<file path="config.mk">
export PLATFORM = sky130hd
export DESIGN_NAME = pipelined_alu
export DESIGN_NICKNAME = d
export VERILOG_FILES = /design/src/rtl/alu_pkg.sv /design/src/rtl/alu_core.sv /design/src/rtl/pipelined_alu.sv
export SDC_FILE = /design/constraint.sdc
export NUM_CORES = 1
export LEC_CHECK = 0
export ABC_AREA = 1
export BUFFER_PORTS_ARGS = -buffer_cell sky130_fd_sc_hd__buf_2
export CORE_AREA = 5 5 145 133
export CTS_BUF_LIST = sky130_fd_sc_hd__clkbuf_2 sky130_fd_sc_hd__clkbuf_4 sky130_fd_sc_hd__clkbuf_8
export CTS_CLUSTER_SIZE = 30
export DETAILED_ROUTE_END_ITERATION = 8
export DIE_AREA = 0 0 150 138
export HOLD_SLACK_MARGIN = 0.05
export PLACE_DENSITY = 0.75
export SLEW_MARGIN = 40
export SYNTH_ARGS = -nofsm -noshare
export SYNTH_HDL_FRONTEND = slang
export SYNTH_SLANG_ARGS = --single-unit
export TNS_END_PERCENT = 30
</file>
<file path="constraint.sdc">
create_clock -name clk -period 10.2 [get_ports clk]
set_input_delay 2.04 -clock clk [delete_from_list [all_inputs] [get_ports clk]]
set_output_delay 2.04 -clock clk [all_outputs]
set_load 0.01 [all_outputs]
</file>
<file path="src/rtl/alu_pkg.sv">
// Shared op-code definitions for the pipelined ALU.
// Imported by alu_core and pipelined_alu.
package alu_pkg;

  typedef logic [2:0] op_t;

  localparam op_t OP_AND  = 3'b000;
  localparam op_t OP_OR   = 3'b001;
  localparam op_t OP_ADD  = 3'b010;
  localparam op_t OP_XOR  = 3'b011;
  localparam op_t OP_NOR  = 3'b100;
  localparam op_t OP_SLTU = 3'b101;
  localparam op_t OP_SUB  = 3'b110;
  localparam op_t OP_SLT  = 3'b111;

  // SUB and SLT share the inverted-b adder path
  function automatic logic op_binv(input op_t op);
    return op[2] & op[1];
  endfunction

endpackage

</file>
<file path="src/rtl/alu_core.sv">
// Combinational WIDTH-bit ALU: logic ops, add/sub,
// signed/unsigned set-less-than with overflow detect.
module alu_core
  import alu_pkg::*;
#(
  parameter int WIDTH = 32
) (
  input  logic [WIDTH-1:0] i_a,
  input  logic [WIDTH-1:0] i_b,
  input  op_t              i_op,
  output logic [WIDTH-1:0] o_result,
  output logic             o_set,
  output logic             o_zero,
  output logic             o_overflow
);

  localparam int M = WIDTH - 1;

  logic             w_binv;
  logic [WIDTH-1:0] w_bx;
  logic [WIDTH-1:0] w_sum;
  logic             w_ovf;
  logic             w_lt;
  logic             w_ltu;
  logic [WIDTH-1:0] w_res;
  logic             w_set;
  logic             w_ovf_out;

  assign w_binv = op_binv(i_op);
  assign w_bx   = w_binv ? ~i_b : i_b;
  assign w_sum  = i_a + w_bx + WIDTH'(w_binv);

  // Same-sign operands producing a different-sign sum
  assign w_ovf = (i_a[M] == w_bx[M]) &&
                 (w_sum[M] != i_a[M]);
  assign w_lt  = w_sum[M] ^ w_ovf;
  assign w_ltu = i_a < i_b;

  always_comb begin
    w_res     = '0;
    w_set     = 1'b0;
    w_ovf_out = 1'b0;
    unique case (i_op)
      OP_AND:  w_res = i_a & i_b;
      OP_OR:   w_res = i_a | i_b;
      OP_XOR:  w_res = i_a ^ i_b;
      OP_NOR:  w_res = ~(i_a | i_b);
      OP_ADD: begin
        w_res     = w_sum;
        w_ovf_out = w_ovf;
      end
      OP_SUB: begin
        w_res     = w_sum;
        w_set     = w_lt;
        w_ovf_out = w_ovf;
      end
      OP_SLT: begin
        w_res     = {{M{1'b0}}, w_lt};
        w_set     = w_lt;
        w_ovf_out = w_ovf;
      end
      OP_SLTU: w_res = {{M{1'b0}}, w_ltu};
      default: w_res = '0;
    endcase
  end

  assign o_result   = w_res;
  assign o_set      = w_set;
  assign o_zero     = ~|w_res;
  assign o_overflow = w_ovf_out;

endmodule

</file>
<file path="src/rtl/pipelined_alu.sv">
// Two-stage valid/ready ALU pipeline: operand register s1,
// result register s2 driving outputs, sticky overflow status.
module pipelined_alu
  import alu_pkg::*;
#(
  parameter int WIDTH = 32
) (
  input  logic             clk,
  input  logic             rst,
  input  logic             in_valid,
  output logic             in_ready,
  input  logic [WIDTH-1:0] a,
  input  logic [WIDTH-1:0] b,
  input  logic [2:0]       op,
  output logic             out_valid,
  input  logic             out_ready,
  output logic [WIDTH-1:0] result,
  output logic             set,
  output logic             zero,
  output logic             overflow,
  output logic             ovf_sticky,
  input  logic             ovf_clr
);

  logic             r_s1_valid;
  logic [WIDTH-1:0] r_s1_a;
  logic [WIDTH-1:0] r_s1_b;
  op_t              r_s1_op;

  logic             r_out_valid;
  logic [WIDTH-1:0] r_result;
  logic             r_set;
  logic             r_zero;
  logic             r_ovf;
  logic             r_sticky;

  logic             w_s2_adv;
  logic             w_acc;
  logic             w_out_hs;
  logic [WIDTH-1:0] w_result;
  logic             w_set;
  logic             w_zero;
  logic             w_ovf;

  assign w_s2_adv = r_s1_valid && (!r_out_valid || out_ready);
  assign in_ready = !r_s1_valid || w_s2_adv;
  assign w_acc    = in_valid && in_ready;
  assign w_out_hs = r_out_valid && out_ready;

  always_ff @(posedge clk or posedge rst) begin
    if (rst) begin
      r_s1_valid <= 1'b0;
      r_s1_a     <= '0;
      r_s1_b     <= '0;
      r_s1_op    <= OP_AND;
    end else if (w_acc) begin
      r_s1_valid <= 1'b1;
      r_s1_a     <= a;
      r_s1_b     <= b;
      r_s1_op    <= op_t'(op);
    end else if (w_s2_adv) begin
      r_s1_valid <= 1'b0;
    end
  end

  alu_core #(
    .WIDTH(WIDTH)
  ) u_core (
    .i_a       (r_s1_a),
    .i_b       (r_s1_b),
    .i_op      (r_s1_op),
    .o_result  (w_result),
    .o_set     (w_set),
    .o_zero    (w_zero),
    .o_overflow(w_ovf)
  );

  // s2 holds its beat until the consumer takes it
  always_ff @(posedge clk or posedge rst) begin
    if (rst) begin
      r_out_valid <= 1'b0;
      r_result    <= '0;
      r_set       <= 1'b0;
      r_zero      <= 1'b1;
      r_ovf       <= 1'b0;
    end else if (w_s2_adv) begin
      r_out_valid <= 1'b1;
      r_result    <= w_result;
      r_set       <= w_set;
      r_zero      <= w_zero;
      r_ovf       <= w_ovf;
    end else if (out_ready) begin
      r_out_valid <= 1'b0;
    end
  end

  always_ff @(posedge clk or posedge rst) begin
    if (rst) begin
      r_sticky <= 1'b0;
    end else if (w_out_hs && r_ovf) begin
      r_sticky <= 1'b1;
    end else if (ovf_clr) begin
      r_sticky <= 1'b0;
    end
  end

  assign out_valid  = r_out_valid;
  assign result     = r_result;
  assign set        = r_set;
  assign zero       = r_zero;
  assign overflow   = r_ovf;
  assign ovf_sticky = r_sticky;

endmodule

</file>
==> results.yml, run 1 <==
synth:
  ys_seq_area_frac: 0.278
  yosys.area.top_type: "dfrtp_1"
  syn_area_per_cell_um2: 6.79
  synth_nets: 1593
  synth-async-reset-ratio: 1.00
  synth_area_leaders: "dfrtp_1, ha_1, nand2_1"
  synth_top_area_share: 0.275
  syn_inst: 1393
  ys_ff_latch: 105
  synth_edf_count: 0
  synth_area_mm2: 0.00946
  synth_cell_type_count: 38
  yosysWarnings: 0
  postSynth.topFlopCell: "dfrtp_1"
global_route:
  grt_antenna_before_repair: 1
  grt_pass1_wl_um: 41700
  grt_pass1_vias: 8462
  grt_usage: 0.246
  grt-ovfl-total: 0
  grt_start_max_net_pins: 72
worst_setup_path:
  arrival_ns: 2.55
  start_kind: "input pin"
  cp-end-kind: "primary output"
  crit_fanout: 3
  crit_type: "in2out"
  cp.required_ns: 8.16
routing:
  drtAntennaViolNets: 0
  post_drt_via_cell_ratio: 5.22
  drc_errors: 0
  highest_layer: "met4"
  routed-wl-met3_um: 1890
  drtIter0Drc: 730
  firstDrtPassIters: 5
  route.met2.wl_um: 11100
  wl_per_cell_um: 14.8
  vias: 8986
  drt_wl_total_um: 25500
  routedLengthMet1_um: 12200
finish:
  drive_gt1_frac: 0.118
  fillers: 1725
  multi_input_area_mm2: 0.00589
  seq_area_mm2: 0.00263
  area_growth_syn_to_layout_pct: 9.80
  fin_nets: 1675
  diodes: 0
  stdcell_count: 1720
clock_network:
  path_clk_slew_ns: 0.11
  post_cts_resized: 0
  cts_tree: "done"
  cts_buffer_depth: 2
  cts_setup_buffers: 0
  cts_sinks: 105
  cts_hold_buf: 0
  cts_buffers: 9
  cts.htree.levels: 3
  clkLatencyLatePin_ns: 0.41
  cts_root_buf: "clkbuf_8"
place:
  gp_congestion: 0.962
  place.port_buffers: 109
  dp.final_hpwl_um: 19500
  place_ws_ns: 5.61
  place_inst: 1704
sta:
  tns_ns: 0
  timing.fmax_mhz: 218
  setup_viol: 0
  drv_slew: 0
  hold_violations: 0
  rsz0062_at_grt: "no"
  layout_setup_ws_ns: 5.61
  min_period_ns: 4.59
  worstMarginPinSlew_ns: 0.783
  slew_headroom: 0.476
  finClkSkew_ns: 0.0160
  fin_crit_sh: 0.450
floorplan:
  start_util: 0.541
  core_mm2: 0.0175
  dieArea_mm2: 0.0207
  num_io_pins: 110
  fp-row-count: 46
  die_w_um: 150
  fp.dieH_um: 138
job:
  drv_cap: 0
min_path:
  worstHoldPathType: "reg2reg"
run_status:
  status: "complete, no violations"
power_and_ir_drop:
  leakage_nw: 5.77
  power_density_mw_per_mm2: 202
  ir_worst_vdd_v: 0.000107
synth_stat cells (5+ instances only):
| cell | count |
|---|---|
| nor2_1 | 141 |
| nand2_2 | 5 |
| nand2_1 | 337 |
| xor2_1 | 31 |
| ha_1 | 127 |
| nand3b_1 | 11 |
| buf_2 | 7 |
| o21ai_0 | 77 |
| a211oi_1 | 18 |
| or2_2 | 24 |
| a21oi_1 | 112 |
| nor3_1 | 15 |
| nand4_1 | 7 |
| buf_1 | 9 |
| dfrtp_1 | 104 |
| inv_1 | 199 |
| clkbuf_1 | 25 |
| nand3_1 | 96 |
| o21ai_1 | 12 |
routing by layer:
metal  up-vias  global-route usage
met5         -                   0
li1       4592                   -
met1      4084               0.358
met3        21              0.0441
met4         0              0.0539
met2       289               0.381
final timing paths:
kind | startpoint | to | slack, ns | cells after the start
worst min register to register | zero$_DFFE_PP1P_ | zero$_DFFE_PP1P_ | 0.49 | 2
worst min-delay path | zero$_DFFE_PP1P_ | zero$_DFFE_PP1P_ | 0.49 | 2
worst max-delay path | out_ready | in_ready | 5.61 | 4
min in group asynchronous | rst | r_s1_a[2]$_DFFE_PP0P_ | 1.68 | 2
max in group asynchronous | rst | r_s1_b[18]$_DFFE_PP0P_ | 7.57 | 3
worst max register to register | r_s1_op[2]$_DFFE_PP0P_ | zero$_DFFE_PP1P_ | 6.24 | 20
sequential cells by signal, indices dropped and copies added (netlist names):
register	cells
r_s1_valid	1
result	32
r_s1_b	32
ovf_sticky	1
set	1
out_valid	1
overflow	1
zero	1
r_s1_a	32
r_s1_op	3
stage by stage:
step           power [mW]  utilization  instance area [um^2]  hold WS, ns
2_1_floorplan        1.46            -                  9460        0.447
3_3_place_gp         1.80        0.581                 10200        0.460
3_5_place_dp         1.82        0.583                 10200        0.464
4_1_cts              2.09        0.593                 10400        0.483
5_1_grt              2.30        0.594                 10400        0.511
6_report             2.10        0.594                 10400        0.486
critical path, cell delays in order:
cell     delay [ns]
buf_2          0.10
inv_1          0.08
nand3_1        0.15
buf_2          0.18
area by class of cell:
cell class,instances,area share
multi-input cells,1040,0.567
flip-flops and latches,105,0.253
inverters,204,0.0740
repair buffers,115,0.0592
well taps,240,0.0289
clock buffers,10,0.0127
clock inverters,6,0.00542
layout by cell type (no fill, tap or decap), types with 2 or more instances in the layout:
cell type	synthesis	layout
or2_2	24	24
o21a_1	2	2
o21bai_1	3	3
o21ai_1	12	12
nand2_4	1	2
and2_1	3	3
or2_1	3	3
and3_1	3	3
inv_2	4	4
inv_1	199	198
buf_2	7	109
buf_4	1	4
xor2_1	31	31
nand2_1	337	336
inv_6	0	2
a21oi_1	112	112
nand3_2	3	3
ha_1	127	127
a21o_1	2	2
dfrtp_1	104	104
clkbuf_8	0	9
nand2_2	5	5
inv_8	0	2
nand3_1	96	96
nor4_1	2	2
o21ai_0	77	77
a211oi_1	18	18
nor2_1	141	140
nor3_1	15	15
nand4_1	7	7
nand3b_1	11	11
logic make-up (layout without fill, tap and decap cells):
| kind of cell | count (synthesis) | in the layout | synth area share |
|---|---|---|---|
| flops | 105 | 105 | 0.278 |
| simple gates | 653 | 653 | 0.294 |
| compound gates | 228 | 228 | 0.128 |
| buf+inv | 248 | 335 | 0.101 |
| xor+xnor | 31 | 31 | 0.0287 |
| fa+ha+maj | 128 | 128 | 0.170 |
report_power, final:
group	switching [mW]	internal (mW)	total, mW
combinational	0.826	0.427	1.25
sequential	0.0691	0.515	0.584
clock	0.167	0.0974	0.264
total	1.06	1.04	2.10
No activity file was read; power rests on OpenSTA's default activity.
==> inputs of run 2 (changes only) <==
PLACE_DENSITY = 0.78   (was 0.75)
clock period = 4 ns   (was 10.2 ns; I/O delays follow)
==> results.yml, run 2 (same netlist as run 1, synthesis figures left out) <==
global_route:
  met3_usage: 0.0392
  grt_antenna_before_repair: 1
  grt_usage: 0.269
  met2_usage: 0.408
  grt_busiest_layer: "met2"
  grt_pass1_wl_um: 44900
  grt-ovfl-total: 0
  grt_pass1_vias: 8659
  grt_start_max_net_pins: 69
  grt.met1_usage: 0.400
worst_setup_path:
  start_kind: "flop"
  crit_fanout: 26
  cp_slowest_cell: "dfrtp_1"
  cp-end-kind: "flop"
  path_cells: "nand2_8 -> xor2_1 -> fa_1 -> inv_1 -> nand2_1 -> nand2_1 -> and2_1 -> nand2_1 -> nand3_1 -> nand2_1 -> o21ai_0 -> nand3_1 -> nor2_1 -> nand3_1 -> nor2_2 -> nand3_1 -> nor2_1 -> nand3_1 -> nand2_1"
  arrival_ns: 4.01
  cpPeakStageDelay_ns: 0.55
  crit_type: "reg2reg"
  cp.required_ns: 4.37
finish:
  fin_nets: 1681
  diodes: 0
  drive_gt1_frac: 0.122
  final_common_cell: "nand2_1"
  fillers: 1730
  mostFrequentLayoutCells: "nand2_1, inv_1, nor2_1"
  area_growth_syn_to_layout_pct: 10.8
  stdcell_count: 1726
floorplan:
  fp-row-count: 46
  dieArea_mm2: 0.0207
  num_io_pins: 110
  fp.dieH_um: 138
  core_mm2: 0.0175
  start_util: 0.541
  die_w_um: 150
routing:
  drtAntennaViolNets: 0
  drc_errors: 0
  drt_wl_total_um: 27800
  drtIter0Drc: 788
  post_drt_via_cell_ratio: 5.33
  vias: 9204
  firstDrtPassIters: 5
  wl_per_cell_um: 16.1
clock_network:
  clkLatencyLatePin_ns: 0.41
  cts.htree.levels: 3
  cts_buffers: 9
  path_clk_slew_ns: 0.13
  cts_root_buf: "clkbuf_8"
  cts_hold_buf: 0
  cts_sinks: 105
  cts_tree: "done"
  cts_buffer_depth: 2
power_and_ir_drop:
  leakage_nw: 5.82
  ir_worst_vdd_v: 0.000327
  power_density_mw_per_mm2: 526
  power_mw: 5.52
sta:
  tns_ns: 0
  drv_slew: 0
  setup_viol: 0
  rsz0062_at_grt: "no"
  worstMarginPinSlew_ns: 0.750
  hold_violations: 0
  finClkSkew_ns: 0.0178
  min_period_ns: 3.64
  timing.fmax_mhz: 275
  slew_headroom: 0.499
  fin_crit_sh: 0.910
place:
  dp.final_hpwl_um: 21300
  place_inst: 1710
  gp_congestion: 0.999
  place.port_buffers: 109
job:
  drv_cap: 0
min_path:
  worstHoldPathType: "in2async"
run_status:
  status: "complete, no violations"
[run 2: cell types whose count changed in the layout (fill, tap and decap cells not counted), sizes merged]
cell      delta
buf          +6
clkinv       +2
bufinv       +1
clkbuf       -1
clkinvlp     -1
inv          -1
[run 2: final timing paths]
check / start / endpoint / slack, ns / cells after the start
max in group asynchronous: rst / r_s1_b[24]$_DFFE_PP0P_ / 2.68 / 3
worst max-delay path: r_s1_op[1]$_DFFE_PP0P_ / zero$_DFFE_PP1P_ / 0.36 / 19
min in group clk: r_s1_valid$_DFFE_PP0P_ / out_valid$_DFFE_PP0P_ / 0.49 / 2
worst min-delay path: rst / r_s1_a[2]$_DFFE_PP0P_ / 0.48 / 2
worst max register to register: r_s1_op[1]$_DFFE_PP0P_ / zero$_DFFE_PP1P_ / 0.36 / 19
worst min register to register: r_s1_valid$_DFFE_PP0P_ / out_valid$_DFFE_PP0P_ / 0.49 / 2
[run 2: what timing repair did]
action,CTS,global route
endpoints found under the hold margin,0,0
gates resized for setup,0,2
endpoints found under the setup margin,0,1
buffers inserted,0,0
[run 2: layer usage]
layer / vias up / routed length [um]
li1: 4617 / -
met5: - / 12
met2: 344 / 12000
met1: 4192 / 13000
met3: 49 / 2200
met4: 2 / 605
[run 2: area by class of cell]
type                       instances  area (um^2)  area share
tap                              240          300      0.0286
sequential                       105         2630       0.251
clock inverter                     7         97.6     0.00931
multi-input combinational       1040         5900       0.562
clock buffer                       9          124      0.0118
timing repair buffer             121          668      0.0637
inverter                         204          768      0.0733
[run 2: worst max-delay path: cells and delay by family, from the launching register on]
family / cells / cell delay (ns)
compound gates: 1 / 0.17
simple gates: 15 / 2.10
fa+ha+maj: 1 / 0.40
buf+inv: 1 / 0.13
xor+xnor: 1 / 0.24
flops: 1 / 0.55
[run 2: metrics by stage]
stage                     hold slack [ns]  setup WS [ns]  utilization  area (um^2)
after detailed placement            0.465          0.233        0.586        10300
after floorplan                     0.447          0.441            -         9460
after CTS                           0.493          0.209        0.599        10500
after global placement              0.459          0.243        0.584        10200
final                               0.477          0.360        0.599        10500
after global routing                0.512          0.111        0.599        10500
[run 2: where the power goes]
group	leakage [nW]	internal [mW]	total, mW	switching (mW)
logic	4.48	1.10	3.25	2.14
registers	1.22	1.31	1.51	0.199
clock network	0.110	0.308	0.759	0.450
